## src/rtl/mvu_seq_ctrl_pkg.sv

```systemverilog
//------------------------------------------------------------------------------
// Module  : mvu_seq_ctrl_pkg
// Brief   : State encoding and default widths for the MVU sequencer.
// Revision: 1.0 - initial release
//------------------------------------------------------------------------------
`default_nettype none

package mvu_seq_ctrl_pkg;

    localparam int c_STATE_W = 3;

    localparam logic [c_STATE_W-1:0] c_ST_IDLE    = 3'd0;
    localparam logic [c_STATE_W-1:0] c_ST_LOAD    = 3'd1;
    localparam logic [c_STATE_W-1:0] c_ST_COMPUTE = 3'd2;
    localparam logic [c_STATE_W-1:0] c_ST_DRAIN   = 3'd3;
    localparam logic [c_STATE_W-1:0] c_ST_DONE    = 3'd4;

    localparam int c_DEF_VRF_AWIDTH = 9;
    localparam int c_DEF_VRF_DWIDTH = 64;
    localparam int c_DEF_MRF_AWIDTH = 9;
    localparam int c_DEF_ORF_AWIDTH = 9;
    localparam int c_DEF_RED_LAT    = 10;

endpackage

`default_nettype wire

```

## src/rtl/mvu_wb_delay.sv

```systemverilog
//------------------------------------------------------------------------------
// Module  : mvu_wb_delay
// Brief   : DEPTH-stage valid shift register with synchronous clear.
// Revision: 1.0 - initial release
//------------------------------------------------------------------------------
`default_nettype none

module mvu_wb_delay #(
    parameter int DEPTH = 10
) (
    input  logic clk,
    input  logic rst,
    input  logic i_valid,
    output logic o_valid
);

    generate
        if (DEPTH == 1) begin : g_single
            logic r_q;
            always_ff @(posedge clk) begin
                if (rst) r_q <= 1'b0;
                else     r_q <= i_valid;
            end
            assign o_valid = r_q;
        end else begin : g_chain
            logic [DEPTH-1:0] r_sr;
            always_ff @(posedge clk) begin
                if (rst) r_sr <= '0;
                else     r_sr <= {r_sr[DEPTH-2:0], i_valid};
            end
            assign o_valid = r_sr[DEPTH-1];
        end
    endgenerate

endmodule

`default_nettype wire

```

## src/rtl/mvu_seq_ctrl.sv

```systemverilog
//------------------------------------------------------------------------------
// Module  : mvu_seq_ctrl
// Brief   : Loads a vector into the VRF, sweeps VRF/MRF tile by tile and
//           issues ORF writes after the reduction latency.
//           Optional macro MVU_SEQ_CTRL_VEC_REUSE_EN adds cmd_reuse.
// Revision: 1.0 - initial release
//------------------------------------------------------------------------------
`default_nettype none

module mvu_seq_ctrl
    import mvu_seq_ctrl_pkg::*;
#(
    parameter int VRF_AWIDTH = c_DEF_VRF_AWIDTH,
    parameter int VRF_DWIDTH = c_DEF_VRF_DWIDTH,
    parameter int MRF_AWIDTH = c_DEF_MRF_AWIDTH,
    parameter int ORF_AWIDTH = c_DEF_ORF_AWIDTH,
    parameter int RED_LAT    = c_DEF_RED_LAT
) (
    input  logic                  clk,
    input  logic                  rst,
    input  logic                  cmd_valid,
    output logic                  cmd_ready,
    input  logic [VRF_AWIDTH:0]   cmd_vlen,
    input  logic [ORF_AWIDTH:0]   cmd_ntiles,
    input  logic [ORF_AWIDTH-1:0] cmd_orf_base,
`ifdef MVU_SEQ_CTRL_VEC_REUSE_EN
    input  logic                  cmd_reuse,
`endif
    input  logic                  vec_in_valid,
    output logic                  vec_in_ready,
    input  logic [VRF_DWIDTH-1:0] vec_in_data,
    output logic                  vrf_we,
    output logic [VRF_AWIDTH-1:0] vrf_wr_addr,
    output logic [VRF_DWIDTH-1:0] vrf_wr_data,
    output logic [VRF_AWIDTH-1:0] vrf_rd_addr,
    output logic [MRF_AWIDTH-1:0] mrf_rd_addr,
    output logic                  mvu_en,
    output logic                  mvu_first,
    output logic                  mvu_last,
    output logic                  orf_we,
    output logic [ORF_AWIDTH-1:0] orf_wr_addr,
    output logic                  busy,
    output logic                  done
);

    localparam logic [VRF_AWIDTH:0] c_VLEN_MAX = {1'b1, {VRF_AWIDTH{1'b0}}};

    logic [c_STATE_W-1:0]  r_state;
    logic [c_STATE_W-1:0]  w_state_nxt;
    logic [VRF_AWIDTH:0]   r_vlen;
    logic [VRF_AWIDTH:0]   r_wcnt;
    logic [VRF_AWIDTH:0]   r_col;
    logic [VRF_AWIDTH:0]   w_vlen_clamp;
    logic [ORF_AWIDTH:0]   r_ntiles;
    logic [ORF_AWIDTH:0]   r_tile;
    logic [ORF_AWIDTH:0]   r_wb_cnt;
    logic [ORF_AWIDTH:0]   w_wb_nxt;
    logic [ORF_AWIDTH-1:0] r_base;
    logic [MRF_AWIDTH-1:0] r_mrf_ptr;
    logic                  w_vec_hs;
    logic                  w_load_last;
    logic                  w_col_last;
    logic                  w_tile_last;
    logic                  w_reuse;
    logic                  w_wb_valid;

    assign w_vlen_clamp = (cmd_vlen > c_VLEN_MAX) ? c_VLEN_MAX : cmd_vlen;
    assign w_vec_hs     = vec_in_valid & vec_in_ready;
    assign w_load_last  = (r_wcnt == r_vlen - 1'b1);
    assign w_col_last   = (r_col == r_vlen - 1'b1);
    assign w_tile_last  = (r_tile == r_ntiles - 1'b1);
    assign w_wb_nxt     = r_wb_cnt + {{ORF_AWIDTH{1'b0}}, orf_we};

`ifdef MVU_SEQ_CTRL_VEC_REUSE_EN
    logic r_vec_loaded;

    always_ff @(posedge clk) begin
        if (rst)
            r_vec_loaded <= 1'b0;
        else if (w_vec_hs && w_load_last)
            r_vec_loaded <= 1'b1;
    end

    assign w_reuse = cmd_reuse & r_vec_loaded;
`else
    assign w_reuse = 1'b0;
`endif

    always_ff @(posedge clk) begin
        if (rst) r_state <= c_ST_IDLE;
        else     r_state <= w_state_nxt;
    end

    always_comb begin
        w_state_nxt = r_state;
        case (r_state)
            c_ST_IDLE: begin
                if (cmd_valid) begin
                    if (cmd_ntiles == '0)
                        w_state_nxt = c_ST_DONE;
                    else if (w_reuse)
                        w_state_nxt = c_ST_COMPUTE;
                    else if (w_vlen_clamp == '0)
                        w_state_nxt = c_ST_DONE;
                    else
                        w_state_nxt = c_ST_LOAD;
                end
            end
            c_ST_LOAD:    if (w_vec_hs && w_load_last) w_state_nxt = c_ST_COMPUTE;
            c_ST_COMPUTE: if (w_col_last && w_tile_last) w_state_nxt = c_ST_DRAIN;
            // Count the write landing this cycle so done follows it directly.
            c_ST_DRAIN:   if (w_wb_nxt == r_ntiles) w_state_nxt = c_ST_DONE;
            c_ST_DONE:    w_state_nxt = c_ST_IDLE;
            default:      w_state_nxt = c_ST_IDLE;
        endcase
    end

    always_comb begin
        cmd_ready    = 1'b0;
        vec_in_ready = 1'b0;
        mvu_en       = 1'b0;
        done         = 1'b0;
        busy         = (r_state != c_ST_IDLE);
        case (r_state)
            c_ST_IDLE:    cmd_ready    = 1'b1;
            c_ST_LOAD:    vec_in_ready = 1'b1;
            c_ST_COMPUTE: mvu_en       = 1'b1;
            c_ST_DONE:    done         = 1'b1;
            default:      ;
        endcase
    end

    always_ff @(posedge clk) begin
        if (rst) begin
            r_vlen    <= '0;
            r_wcnt    <= '0;
            r_col     <= '0;
            r_ntiles  <= '0;
            r_tile    <= '0;
            r_wb_cnt  <= '0;
            r_base    <= '0;
            r_mrf_ptr <= '0;
        end else begin
            case (r_state)
                c_ST_IDLE: begin
                    r_wcnt    <= '0;
                    r_col     <= '0;
                    r_tile    <= '0;
                    r_wb_cnt  <= '0;
                    r_mrf_ptr <= '0;
                    if (cmd_valid) begin
                        r_ntiles <= cmd_ntiles;
                        r_base   <= cmd_orf_base;
                    end
                    // Stored length is kept for reuse, so only real loads replace it.
                    if (w_state_nxt == c_ST_LOAD)
                        r_vlen <= w_vlen_clamp;
                end
                c_ST_LOAD: if (w_vec_hs) r_wcnt <= r_wcnt + 1'b1;
                c_ST_COMPUTE: begin
                    r_mrf_ptr <= r_mrf_ptr + 1'b1;
                    if (w_col_last) begin
                        r_col  <= '0;
                        r_tile <= r_tile + 1'b1;
                    end else begin
                        r_col <= r_col + 1'b1;
                    end
                end
                default: ;
            endcase
            if (orf_we)
                r_wb_cnt <= w_wb_nxt;
        end
    end

    assign vrf_we      = w_vec_hs;
    assign vrf_wr_addr = r_wcnt[VRF_AWIDTH-1:0];
    assign vrf_wr_data = w_vec_hs ? vec_in_data : '0;
    assign vrf_rd_addr = r_col[VRF_AWIDTH-1:0];
    assign mrf_rd_addr = r_mrf_ptr;
    assign mvu_first   = mvu_en & (r_col == '0);
    assign mvu_last    = mvu_en & w_col_last;
    assign orf_we      = w_wb_valid;
    assign orf_wr_addr = r_base + r_wb_cnt[ORF_AWIDTH-1:0];

    mvu_wb_delay #(
        .DEPTH (RED_LAT)
    ) u_wb_delay (
        .clk     (clk),
        .rst     (rst),
        .i_valid (mvu_last),
        .o_valid (w_wb_valid)
    );

endmodule

`default_nettype wire

```

## config.mk

```make
export PLATFORM = sky130hd
export DESIGN_NAME = mvu_seq_ctrl
export DESIGN_NICKNAME = d
export VERILOG_FILES = /design/src/rtl/mvu_seq_ctrl_pkg.sv /design/src/rtl/mvu_wb_delay.sv /design/src/rtl/mvu_seq_ctrl.sv
export SDC_FILE = /design/constraint.sdc
export NUM_CORES = 1
export LEC_CHECK = 0
export BUFFER_PORTS_ARGS = -buffer_cell sky130_fd_sc_hd__buf_2
export CAP_MARGIN = 10
export CORE_UTILIZATION = 30
export DETAILED_ROUTE_END_ITERATION = 7
export PLACE_DENSITY_LB_ADDON = 0.05
export SYNTH_ARGS = -nofsm -noshare
export SYNTH_HDL_FRONTEND = slang
export SYNTH_SLANG_ARGS = --single-unit
```

## constraint.sdc

```tcl
create_clock -name clk -period 3.24 [get_ports clk]
set_input_delay 0.162 -clock clk [delete_from_list [all_inputs] [get_ports clk]]
set_output_delay 0.162 -clock clk [all_outputs]
set_load 0.02 [all_outputs]
```

==> results.py <==
metrics = {
    "clock_network": {
        "cts-root-buf": "clkbuf_16",
        "insertion_delay_ns": 0.34,
        "numCtsBuffers": 9,
        "ctsResizeCount": 0,
        "path_clk_slew_ns": 0.06,
        "tritoncts": "yes",
        "clk_path_buf_depth": 2,
        "hold_buffers": 0,
        "htreeDepth": 3,
        "postCtsSetupBuffers": 0,
        "cts_num_sinks": 91,
    },
    "placement": {
        "gp_congestion": 0.728,
        "place_hpwl_mm": 14.2,
        "port_buffers": 205,
    },
    "timing": {
        "setup_tns_ns": 0,
        "whs_ns": 0.0501,
        "clock-skew-final_ns": 0.00812,
        "setup_violations": 0,
        "slew_violations": 0,
        "max_slew_margin": 0.443,
        "worstMarginPinSlew_ns": 0.835,
        "hold_viol": 0,
        "fin_crit_sh": 0.930,
        "max_freq_ghz": 0.332,
        "rsz0062_at_grt": "no",
        "finalCriticalPeriod_ns": 3.01,
    },
    "floorplanning": {
        "core_mm2": 0.0190,
        "die_width_um": 142,
        "io_pins": 206,
        "std_cell_rows": 50,
        "dieArea_mm2": 0.0203,
        "start_util": 0.311,
        "die_h_um": 142,
    },
    "pwr": {
        "max-vdd-ir-drop_mv": 0.230,
        "p_leak_nw": 3.47,
        "power_per_cell_area_mw_per_mm2": 378,
        "total_power_mw": 2.76,
    },
    "yosys": {
        "ys_ff_latch": 91,
        "synth_edf_count": 0,
        "synth_cell_type_count": 58,
        "ys_async_sr_fraction": 0,
        "syn_avg_cell_area_um2": 7.77,
        "yosysSeqAreaShare": 0.308,
        "ys_warn_count": 0,
        "ys_top_cells_by_area": "dfxtp_1 (31%), and3_1 (7.8%), xnor2_1 (6.7%), a21oi_1 (5.9%), nand2_1 (5.3%)",
        "syn_area_mm2": 0.00591,
        "synthCells": 761,
        "synth_area_leader_cell": "dfxtp_1",
        "synth.net_count": 877,
        "synth_top_area_share": 0.308,
        "synth_ff_type": "dfxtp_1",
    },
    "finish": {
        "syn_to_final_growth_pct": 23.6,
        "layout-drive-gt1-share": 0.263,
        "num_antenna_cells": 0,
        "fin_nets": 1039,
    },
    "routing": {
        "drt-pass1-iter-count": 4,
        "route.final.wire_length_mm": 18.8,
        "ant_nets": 0,
        "drc": 0,
        "routedWlPerCell_um": 15.9,
        "drt_iter0_drc": 287,
        "vias_per_cell": 4.85,
        "vias": 5749,
    },
    "worst_hold_path": {
        "min_path_type": "in -> reg",
    },
    "outcome": {
        "status": "complete, no violations",
    },
    "worst_setup_path": {
        "critPathCaptureType": "primary output",
        "crit_type": "reg -> out",
        "critPathMaxFanout": 14,
        "arrival_ns": 2.85,
        "rrSetupSlack_ns": 0.30,
        "start_kind": "register",
        "required_ns": 3.08,
    },
    "global_route": {
        "grt_pass1_wl_mm": 28.7,
        "grt_use_total": 0.183,
        "globalRouteOverflowTotal": 0,
        "grt_max_degree": 73,
        "antenna_found_initial": 0,
        "grt_pass1_vias": 5233,
    },
    "run": {
        "max-cap-violations": 0,
    },
}
==> worst max-delay path, cell delays in order (launching register included) <==
cell     delay (ns)
dfxtp_1        0.44
inv_1          0.07
ha_1           0.23
nor3b_4        0.18
xnor2_1        0.15
or4_4          0.55
nor3_2         0.29
nand3_1        0.11
buf_4          0.20
inv_1          0.11
buf_2          0.18
==> cell families (layout without fill, tap and decap cells) <==
group,count (synthesis),count (layout),share of synthesized area
mux,7,7,0.0125
fa+ha+maj,19,19,0.0415
flops,91,91,0.308
buf+inv,93,258,0.0756
simple gates,348,348,0.319
compound gates,137,137,0.139
xor+xnor,66,66,0.105
==> placed cells by master (no fill, tap or decap), types with 3 or more instances in the layout <==
master | netlist | routed
a211oi_1 | 3 | 3
a21o_1 | 4 | 4
a21oi_1 | 70 | 70
a22oi_1 | 3 | 3
a311oi_1 | 6 | 6
a31oi_1 | 4 | 4
and3_1 | 74 | 74
buf_2 | 3 | 205
buf_4 | 19 | 11
clkbuf_16 | 0 | 9
dfxtp_1 | 91 | 91
ha_1 | 18 | 18
inv_1 | 28 | 28
mux2_2 | 3 | 3
mux2i_1 | 4 | 4
nand2_1 | 83 | 83
nand2b_1 | 11 | 11
nand3_1 | 27 | 27
nand3b_1 | 7 | 7
nand4_1 | 9 | 9
nor2_1 | 60 | 60
nor2b_1 | 17 | 17
nor3_1 | 9 | 9
nor3b_1 | 12 | 11
nor4_1 | 9 | 9
o21a_1 | 3 | 3
o21ai_0 | 25 | 25
o31ai_1 | 5 | 5
or3_1 | 8 | 8
or4_1 | 6 | 6
xnor2_1 | 45 | 45
xnor3_1 | 3 | 3
xor2_1 | 18 | 18
==> routing by layer <==
layer	GRT usage	routed length, um	up-vias
li1	-	-	2966
met1	0.260	9310	2661
met2	0.279	8470	109
met3	0.0434	886	13
met4	0.0368	151	0
met5	0	0	-
==> metrics by stage <==
stage | instance area, um^2 | std cells | utilization | setup slack [ns]
finish | 7310 | 1186 | 0.384 | 0.227
global route | 7310 | 1186 | 0.384 | 0.0378
CTS | 7310 | 1186 | 0.384 | 0.193
detailed placement | 7010 | 1172 | 0.368 | 0.303
global placement | 7010 | 1172 | 0.368 | 0.339
floorplan | 5910 | 761 | - | 0.565
==> power breakdown <==
part | internal [mW] | switching [mW]
registers | 1.14 | 0.0352
clock network | 0.667 | 0.428
logic | 0.205 | 0.284
total | 2.01 | 0.747
==> state kept, by name, indices dropped and copies added (netlist names) <==
register	flops
u_wb_delay.g_chain.r_sr	10
r_vlen	10
r_state	3
r_ntiles	10
r_base	9
mrf_rd_addr	9
r_wb_cnt	10
r_tile	10
r_wcnt	10
r_col	10
==> cell type report <==
type                    count  area [um^2]
clock buffers              11          233
clock inverters             3         65.1
fillers                  2083        11700
inverters                  28          105
multi-input cells         577         3650
flip-flops and latches     91         1820
well taps                 260          325
repair buffers            216         1110
==> cell usage after synthesis (2+ instances only) <==
library cell	number
nor2_1	60
buf_4	19
a21o_1	4
xnor3_1	3
a211oi_1	3
nor4_1	9
nand3b_1	7
a21oi_1	70
nor3_1	9
or4_1	6
a22oi_1	3
nand2_1	83
a31oi_1	4
mux2i_1	4
nand3_1	27
inv_1	28
or3_1	8
nor2b_1	17
and3_1	74
o31ai_1	5
nor4_2	2
nand2b_1	11
o21bai_1	2
xnor2_1	45
ha_1	18
buf_6	3
nor3_2	2
xor2_1	18
nand4_1	9
a211o_1	2
buf_2	3
or4_4	2
dfxtp_1	91
o2111ai_1	2
mux2_2	3
a311oi_1	6
a2111oi_0	2
o21ai_0	25
nor3b_1	12
clkbuf_1	40
o21a_1	3
==> path summary, 6_finish.rpt <==
kind	from	endpoint	cells past startpoint
setup / recovery	r_vlen[1]$_SDFFE_PP0P_	mvu_last	10
hold reg to reg	u_wb_delay.g_chain.r_sr[7]$_SDFF_PP0_	u_wb_delay.g_chain.r_sr[8]$_SDFF_PP0_	1
hold / removal	cmd_orf_base[1]	r_base[1]$_SDFFE_PP0P_	3
setup reg to reg	r_vlen[1]$_SDFFE_PP0P_	r_state[0]$_SDFF_PP0_	9
Note: power is estimated with default switching activity, not from simulation.
